[config.mk]
export PLATFORM = sky130hd
export DESIGN_NAME = alu_cmd_sequencer
export DESIGN_NICKNAME = d
export VERILOG_FILES = /design/src/rtl/alu_pkg.sv /design/src/rtl/sync_fifo.sv /design/src/rtl/alu_cmd_sequencer.sv
export SDC_FILE = /design/constraint.sdc
export NUM_CORES = 1
export LEC_CHECK = 0
export CAP_MARGIN = 20
export CORE_MARGIN = 5
export CORE_UTILIZATION = 45
export CTS_CLUSTER_SIZE = 12
export DETAILED_ROUTE_END_ITERATION = 10
export GPL_TIMING_DRIVEN = 0
export PLACE_DENSITY = 0.69
export SLEW_MARGIN = 30
export SYNTH_ARGS = -nofsm -noshare
export SYNTH_HDL_FRONTEND = slang
export SYNTH_SLANG_ARGS = --single-unit
[constraint.sdc]
create_clock -name clk -period 3.2 [get_ports clk]
set_input_delay 0.64 -clock clk [delete_from_list [all_inputs] [get_ports clk]]
set_output_delay 0.64 -clock clk [all_outputs]
set_load 0.02 [all_outputs]
[src/rtl/alu_pkg.sv]
// ALUFN opcode constants shared by the command sequencer and its users,
// plus the legality check that decides which codes may be issued to the ALU.
package alu_pkg;

  localparam int ALUFN_W = 6;

  localparam logic [ALUFN_W-1:0] ALUFN_NOP   = 6'b000000;
  localparam logic [ALUFN_W-1:0] ALUFN_CMPEQ = 6'b000011;
  localparam logic [ALUFN_W-1:0] ALUFN_CMPLT = 6'b000101;
  localparam logic [ALUFN_W-1:0] ALUFN_CMPLE = 6'b000111;
  localparam logic [ALUFN_W-1:0] ALUFN_ADD   = 6'b010000;
  localparam logic [ALUFN_W-1:0] ALUFN_SUB   = 6'b010001;
  localparam logic [ALUFN_W-1:0] ALUFN_AND   = 6'b101000;
  localparam logic [ALUFN_W-1:0] ALUFN_OR    = 6'b101110;
  localparam logic [ALUFN_W-1:0] ALUFN_XOR   = 6'b100110;
  localparam logic [ALUFN_W-1:0] ALUFN_XNOR  = 6'b101001;
  localparam logic [ALUFN_W-1:0] ALUFN_A     = 6'b101010;
  localparam logic [ALUFN_W-1:0] ALUFN_SHL   = 6'b110000;
  localparam logic [ALUFN_W-1:0] ALUFN_SHR   = 6'b110001;
  localparam logic [ALUFN_W-1:0] ALUFN_SRA   = 6'b110011;

  function automatic logic is_legal_alufn(input logic [ALUFN_W-1:0] fn);
    logic legal;
    legal = 1'b0;
    case (fn)
      ALUFN_CMPEQ, ALUFN_CMPLT, ALUFN_CMPLE,
      ALUFN_ADD,   ALUFN_SUB,
      ALUFN_AND,   ALUFN_OR,    ALUFN_XOR,   ALUFN_XNOR, ALUFN_A,
      ALUFN_SHL,   ALUFN_SHR,   ALUFN_SRA:   legal = 1'b1;
      default:                               legal = 1'b0;
    endcase
    return legal;
  endfunction

endpackage

[src/rtl/sync_fifo.sv]
// Single-clock FIFO with first-word-fall-through head and extra-bit pointers.
// A push into a full FIFO is only taken when the same cycle also pops.
module sync_fifo #(
  parameter int WIDTH = 8,
  parameter int DEPTH = 4
) (
  input  logic             clk,
  input  logic             rst,
  input  logic             wr_en,
  input  logic [WIDTH-1:0] wr_data,
  input  logic             rd_en,
  output logic [WIDTH-1:0] rd_data,
  output logic             full,
  output logic             empty
);

  localparam int AW = $clog2(DEPTH);

  logic [WIDTH-1:0] mem [DEPTH];
  logic [AW:0]      wr_ptr;
  logic [AW:0]      rd_ptr;
  logic             do_wr;
  logic             do_rd;

  assign empty = (wr_ptr == rd_ptr);
  assign full  = (wr_ptr[AW] != rd_ptr[AW]) && (wr_ptr[AW-1:0] == rd_ptr[AW-1:0]);

  assign do_rd = rd_en && !empty;
  assign do_wr = wr_en && (!full || do_rd);

  assign rd_data = mem[rd_ptr[AW-1:0]];

  always_ff @(posedge clk or posedge rst) begin
    if (rst) begin
      wr_ptr <= '0;
      rd_ptr <= '0;
    end else begin
      if (do_wr) wr_ptr <= wr_ptr + (AW+1)'(1);
      if (do_rd) rd_ptr <= rd_ptr + (AW+1)'(1);
    end
  end

  // Storage has no reset; validity is carried entirely by the pointers.
  always_ff @(posedge clk) begin
    if (do_wr) mem[wr_ptr[AW-1:0]] <= wr_data;
  end

endmodule

[src/rtl/alu_cmd_sequencer.sv]
// Feeds an external registered 32-bit ALU from a command FIFO, tracks its one-cycle
// latency with a two-stage pipe, and returns tagged results in order via a result FIFO.
module alu_cmd_sequencer
  import alu_pkg::*;
#(
  parameter int CMD_DEPTH = 4,
  parameter int RES_DEPTH = 4,
  parameter int TAG_W     = 4
) (
  input  logic              clk,
  input  logic              rst,
  input  logic              cmd_valid,
  output logic              cmd_ready,
  input  logic [5:0]        cmd_fn,
  input  logic [31:0]       cmd_a,
  input  logic [31:0]       cmd_b,
  input  logic [TAG_W-1:0]  cmd_tag,
  output logic [5:0]        alu_fn,
  output logic [31:0]       alu_a,
  output logic [31:0]       alu_b,
  input  logic [31:0]       alu_y,
  output logic              res_valid,
  input  logic              res_ready,
  output logic [31:0]       res_y,
  output logic [TAG_W-1:0]  res_tag,
  output logic              res_err
);

  localparam int CMD_W    = TAG_W + 70;
  localparam int RES_W    = TAG_W + 33;
  localparam int CREDIT_W = $clog2(RES_DEPTH) + 1;
  localparam logic [CREDIT_W-1:0] CREDIT_MAX = CREDIT_W'(RES_DEPTH);

  logic              cmd_full;
  logic              cmd_empty;
  logic              cmd_push;
  logic [CMD_W-1:0]  cmd_wdata;
  logic [CMD_W-1:0]  cmd_head;

  logic [5:0]        head_fn;
  logic [31:0]       head_a;
  logic [31:0]       head_b;
  logic [TAG_W-1:0]  head_tag;
  logic              head_legal;
  logic              issue;

  logic              s1_valid_reg;
  logic              s1_err_reg;
  logic [TAG_W-1:0]  s1_tag_reg;
  logic              s2_valid_reg;
  logic              s2_err_reg;
  logic [TAG_W-1:0]  s2_tag_reg;

  logic [CREDIT_W-1:0] credit_reg;

  logic              res_full;
  logic              res_empty;
  logic              res_push;
  logic              res_pop;
  logic [RES_W-1:0]  res_wdata;
  logic [RES_W-1:0]  res_head;

  // Command path
  assign cmd_ready = !cmd_full;
  assign cmd_push  = cmd_valid && !cmd_full;
  assign cmd_wdata = {cmd_tag, cmd_fn, cmd_a, cmd_b};

  sync_fifo #(
    .WIDTH (CMD_W),
    .DEPTH (CMD_DEPTH)
  ) u_cmd_fifo (
    .clk     (clk),
    .rst     (rst),
    .wr_en   (cmd_push),
    .wr_data (cmd_wdata),
    .rd_en   (issue),
    .rd_data (cmd_head),
    .full    (cmd_full),
    .empty   (cmd_empty)
  );

  assign head_tag   = cmd_head[CMD_W-1 -: TAG_W];
  assign head_fn    = cmd_head[69:64];
  assign head_a     = cmd_head[63:32];
  assign head_b     = cmd_head[31:0];
  assign head_legal = is_legal_alufn(head_fn);

  // Credit covers both in-flight ops and held results, so the result FIFO never overflows.
  assign issue = !cmd_empty && (credit_reg < CREDIT_MAX);

  always_ff @(posedge clk or posedge rst) begin
    if (rst) begin
      alu_fn <= ALUFN_NOP;
      alu_a  <= '0;
      alu_b  <= '0;
    end else if (issue) begin
      alu_fn <= head_legal ? head_fn : ALUFN_NOP;
      alu_a  <= head_a;
      alu_b  <= head_b;
    end else begin
      alu_fn <= ALUFN_NOP;
    end
  end

  // Stage 1: ALU samples this op at the next edge. Stage 2: alu_y now holds its result.
  always_ff @(posedge clk or posedge rst) begin
    if (rst) begin
      s1_valid_reg <= 1'b0;
      s1_err_reg   <= 1'b0;
      s1_tag_reg   <= '0;
      s2_valid_reg <= 1'b0;
      s2_err_reg   <= 1'b0;
      s2_tag_reg   <= '0;
    end else begin
      s1_valid_reg <= issue;
      s1_err_reg   <= issue && !head_legal;
      s1_tag_reg   <= head_tag;
      s2_valid_reg <= s1_valid_reg;
      s2_err_reg   <= s1_err_reg;
      s2_tag_reg   <= s1_tag_reg;
    end
  end

  always_ff @(posedge clk or posedge rst) begin
    if (rst) begin
      credit_reg <= '0;
    end else begin
      case ({issue, res_pop})
        2'b10:   credit_reg <= credit_reg + CREDIT_W'(1);
        2'b01:   credit_reg <= credit_reg - CREDIT_W'(1);
        default: credit_reg <= credit_reg;
      endcase
    end
  end

  // Result path
  assign res_push  = s2_valid_reg && !res_full;
  assign res_wdata = {s2_tag_reg, s2_err_reg, (s2_err_reg ? 32'd0 : alu_y)};
  assign res_pop   = res_valid && res_ready;

  sync_fifo #(
    .WIDTH (RES_W),
    .DEPTH (RES_DEPTH)
  ) u_res_fifo (
    .clk     (clk),
    .rst     (rst),
    .wr_en   (res_push),
    .wr_data (res_wdata),
    .rd_en   (res_pop),
    .rd_data (res_head),
    .full    (res_full),
    .empty   (res_empty)
  );

  assign res_valid = !res_empty;
  assign res_tag   = res_head[RES_W-1 -: TAG_W];
  assign res_err   = res_head[32];
  assign res_y     = res_head[31:0];

endmodule

==> flow_summary_export.csv <==
group,metric,value,unit
synthesis,ys_warn_count,0,
setup_path,reg2reg_from,"u_cmd_fifo.rd_ptr[0]$_DFFE_PP0P_",
synthesis,syn_inst,874,
floorplanning,start_util,45.4,%
clock_tree,cts_sinks,541,
clock_tree,clkTransAtPathRegs,60,ps
setup_path,critPathArrivalTime,2450,ps
sta,period_minus_slack,3090,ps
sta,max_freq,0.324,GHz
layout,area_growth,24.7,%
setup_path,reg2regPathDepth,14,
layout,drive_above_1_share,24.2,%
grt,antenna_found_initial,7,
synthesis,netlist.area_leader.share,66.6,%
power_and_ir_drop,intPower,12.5,mW
setup_path,cp-start-kind,"flip-flop",
detailed_routing,viasPerCell,5.16,
sta,clock_skew,14.6,ps
synthesis,syn_nets,996,
power_and_ir_drop,switchingPower,3.40,mW
power_and_ir_drop,seqPwrFrac,54.4,%
min_path,worst_hold_path_type,"reg -> reg",
sta,setup_viol,0,
setup_path,critPathRequiredTime,2560,ps
synthesis,seq_area_frac_synth,78.7,%
synthesis,synth_top_cells_by_area,"edfxtp_1 67%, mux4_2 12%, dfrtp_1 12%",
clock_tree,cts_hold_buf,0,
sta,finalHoldViolCount,0,
layout,largest_reg_flops,296,
layout,finalNetCount,1279,
clock_tree,cts-buffers-inserted,54,
sta,whs,348,ps
floorplanning,die_area,48800,µm²
place,dp_slack,45.7,ps
power_and_ir_drop,vdd_drop_max,0.500,mV
grt,grt.overflow.total,0,
power_and_ir_drop,p_leak,8.67,nW
detailed_routing,drc,0,
flow_run,maxCapViolCount,0,
grt,grt_pass1_wl,61600,µm
synthesis,yosys-top-cells-count,"444 x edfxtp_1, 111 x mux4_2, 97 x dfrtp_1, 66 x mux2_2, 32 x nor2b_1",
sta,worst_pin_slew,792,ps
layout,nFillCells,3397,
synthesis,synth.most_common_cell,"edfxtp_1",
grt,grt_pass1_vias,10210,
grt,grt_max_degree,52,
setup_path,path_max_fanout,10,
power_and_ir_drop,pwr-share-comb,8.2,%
place,io_buffers,218,
setup_path,r2r_slack,360,ps
floorplanning,die_w,221,µm
grt,track_usage,16.2,%
sta,rsz0062_at_grt,"no",
floorplanning,core-area,44100,µm²
power_and_ir_drop,power,15.9,mW
detailed_routing,avgRoutedWirePerCell,22.0,µm
place,dp_hpwl,24800,µm
clock_tree,clock_path_buffers,3,
synthesis,synth_area,20000,µm²
synthesis,synth_area_leader_cell,"edfxtp_1",
setup_path,critical_path_class,"reg -> out",
sta,finalMaxSlewViolations,0,
clock_tree,cts_setup_buffers,0,
detailed_routing,ant_nets,0,
synthesis,ys_ff_latch,541,
detailed_routing,via_count,9270,
sta,setup-tns-final,0,ps
synthesis,yosysUniqueCellTypes,36,
clock_tree,insertion_delay,580,ps
floorplanning,num_rows,77,
outcome,status,"finished, final reports clean",
clock_tree,cts_tree,"built",
synthesis,synth-edff-count,444,
sta,timing.slew.headroom,47.2,%
synthesis,async_flop_share,17.9,%
setup_path,crit_end,"res_y[28]",
min_path,worstHoldPathCells,0,
clock_tree,htree_levels,2,
power_and_ir_drop,p_sw_share,21.4,%
setup_path,end_kind,"output pin",
sta,fin_ws,114,ps
floorplanning,io_pins,219,
setup_path,reg2reg_to,"credit_reg[2]$_DFFE_PP0P_",
floorplanning,die_h,221,µm
clock_tree,post_cts_resized,26,
detailed_routing,dr.pass1.iters,5,
power_and_ir_drop,clockPowerShare,37.5,%
detailed_routing,finalWirelength,39500,µm
power_and_ir_drop,power.density,637,nW/µm²
setup_path,startpoint,"u_res_fifo.rd_ptr[1]$_DFFE_PP0P_",
synthesis,avgSynthCellArea,22.9,µm²
synthesis,synth_flop_cell,"edfxtp_1",
clock_tree,cts_root_buf,"clkbuf_16",
sta,finalCritPeriodShare,96.4,%
place,gp_congestion,0.702,
detailed_routing,first_iter_violations,566,
[power by group through the flow]
| stage | combinational (mW) | clock, mW | sequential (mW) |
|---|---|---|---|
| 4_1_cts | 1.34 | 6.13 | 8.65 |
| 3_5_place_dp | 1.33 | 0 | 8.79 |
| 3_3_place_gp | 1.12 | 0 | 8.80 |
| 6_report | 1.30 | 5.95 | 8.64 |
| 2_1_floorplan | 0.644 | 0 | 8.76 |
| 5_1_grt | 1.41 | 6.44 | 8.70 |
[critical path, cell delays in order, from the launching register on]
cell	delay, ps
dfrtp_1	440
buf_4	240
clkbuf_4	260
mux4_2	370
clkdlybuf4s50_1	570
[worst min-delay path by stage]
stage,from,to
after floorplan,s1_err_reg$_DFF_PP0_,s2_err_reg$_DFF_PP0_
after global placement,s1_tag_reg[3]$_DFF_PP0_,s2_tag_reg[3]$_DFF_PP0_
after CTS,s1_tag_reg[1]$_DFF_PP0_,s2_tag_reg[1]$_DFF_PP0_
final,s1_tag_reg[1]$_DFF_PP0_,s2_tag_reg[1]$_DFF_PP0_
after detailed placement,s1_tag_reg[1]$_DFF_PP0_,s2_tag_reg[1]$_DFF_PP0_
after global routing,s1_tag_reg[1]$_DFF_PP0_,s2_tag_reg[1]$_DFF_PP0_
[cells by family after synthesis]
| logic type | count (synthesis) | synth area share [%] |
|---|---|---|
| AO/OA/AOI/OAI | 13 | 0.394 |
| AND/OR/NAND/NOR | 66 | 1.93 |
| buffers and inverters | 47 | 1.14 |
| flip-flops | 541 | 78.7 |
| multiplexers | 178 | 16.3 |
| XOR/XNOR | 17 | 0.744 |
| adder cells (fa/ha/maj) | 12 | 0.788 |
[metrics by stage]
stage                     utilization, %  cells  area, µm²
after floorplan                        -    874      20000
after global placement              52.0   1684      22900
after detailed placement            52.6   1693      23200
after CTS                           56.4   1795      24900
after global routing                56.5   1795      24900
final                               56.5   1797      25000
[final cells by class]
cell class              count  area (µm²)  share of cell area [%]
clock buffers              95        1650                    6.61
well taps                 592         741                    2.97
multi-input cells         286        4060                    16.3
inverters                  10        45.0                   0.181
repair buffers            227        2430                    9.72
flip-flops and latches    541       15800                    63.2
diodes                      2        5.00                  0.0201
clock inverters             7        35.0                   0.140
plain buffers              37         235                   0.943
[cells in the final DEF, fill, tap and decap left out, types with 9 or more instances in the layout]
cell type          n
buf_2             11
clkbuf_1          40
clkbuf_16         57
clkdlybuf4s50_1  197
dfrtp_1           97
dlygate4sd2_1     11
dlymetal6s2s_1    10
edfxtp_1         444
ha_1              11
inv_1              9
mux2_2            66
mux4_2           111
nand2_1           10
nor2b_1           32
xnor2_1            9
[layer usage]
| layer | part of all wire, % | track usage, % | vias up | routed length, µm |
|---|---|---|---|---|
| met5 | 0.23 | 0 | - | 90 |
| met4 | 1.8 | 4.38 | 10 | 698 |
| met3 | 7.6 | 5.51 | 60 | 3020 |
| met2 | 49 | 26.2 | 265 | 19400 |
| met1 | 41 | 21.5 | 4829 | 16300 |
| li1 | - | - | 4106 | - |
Power figures use the tool's default switching activity.
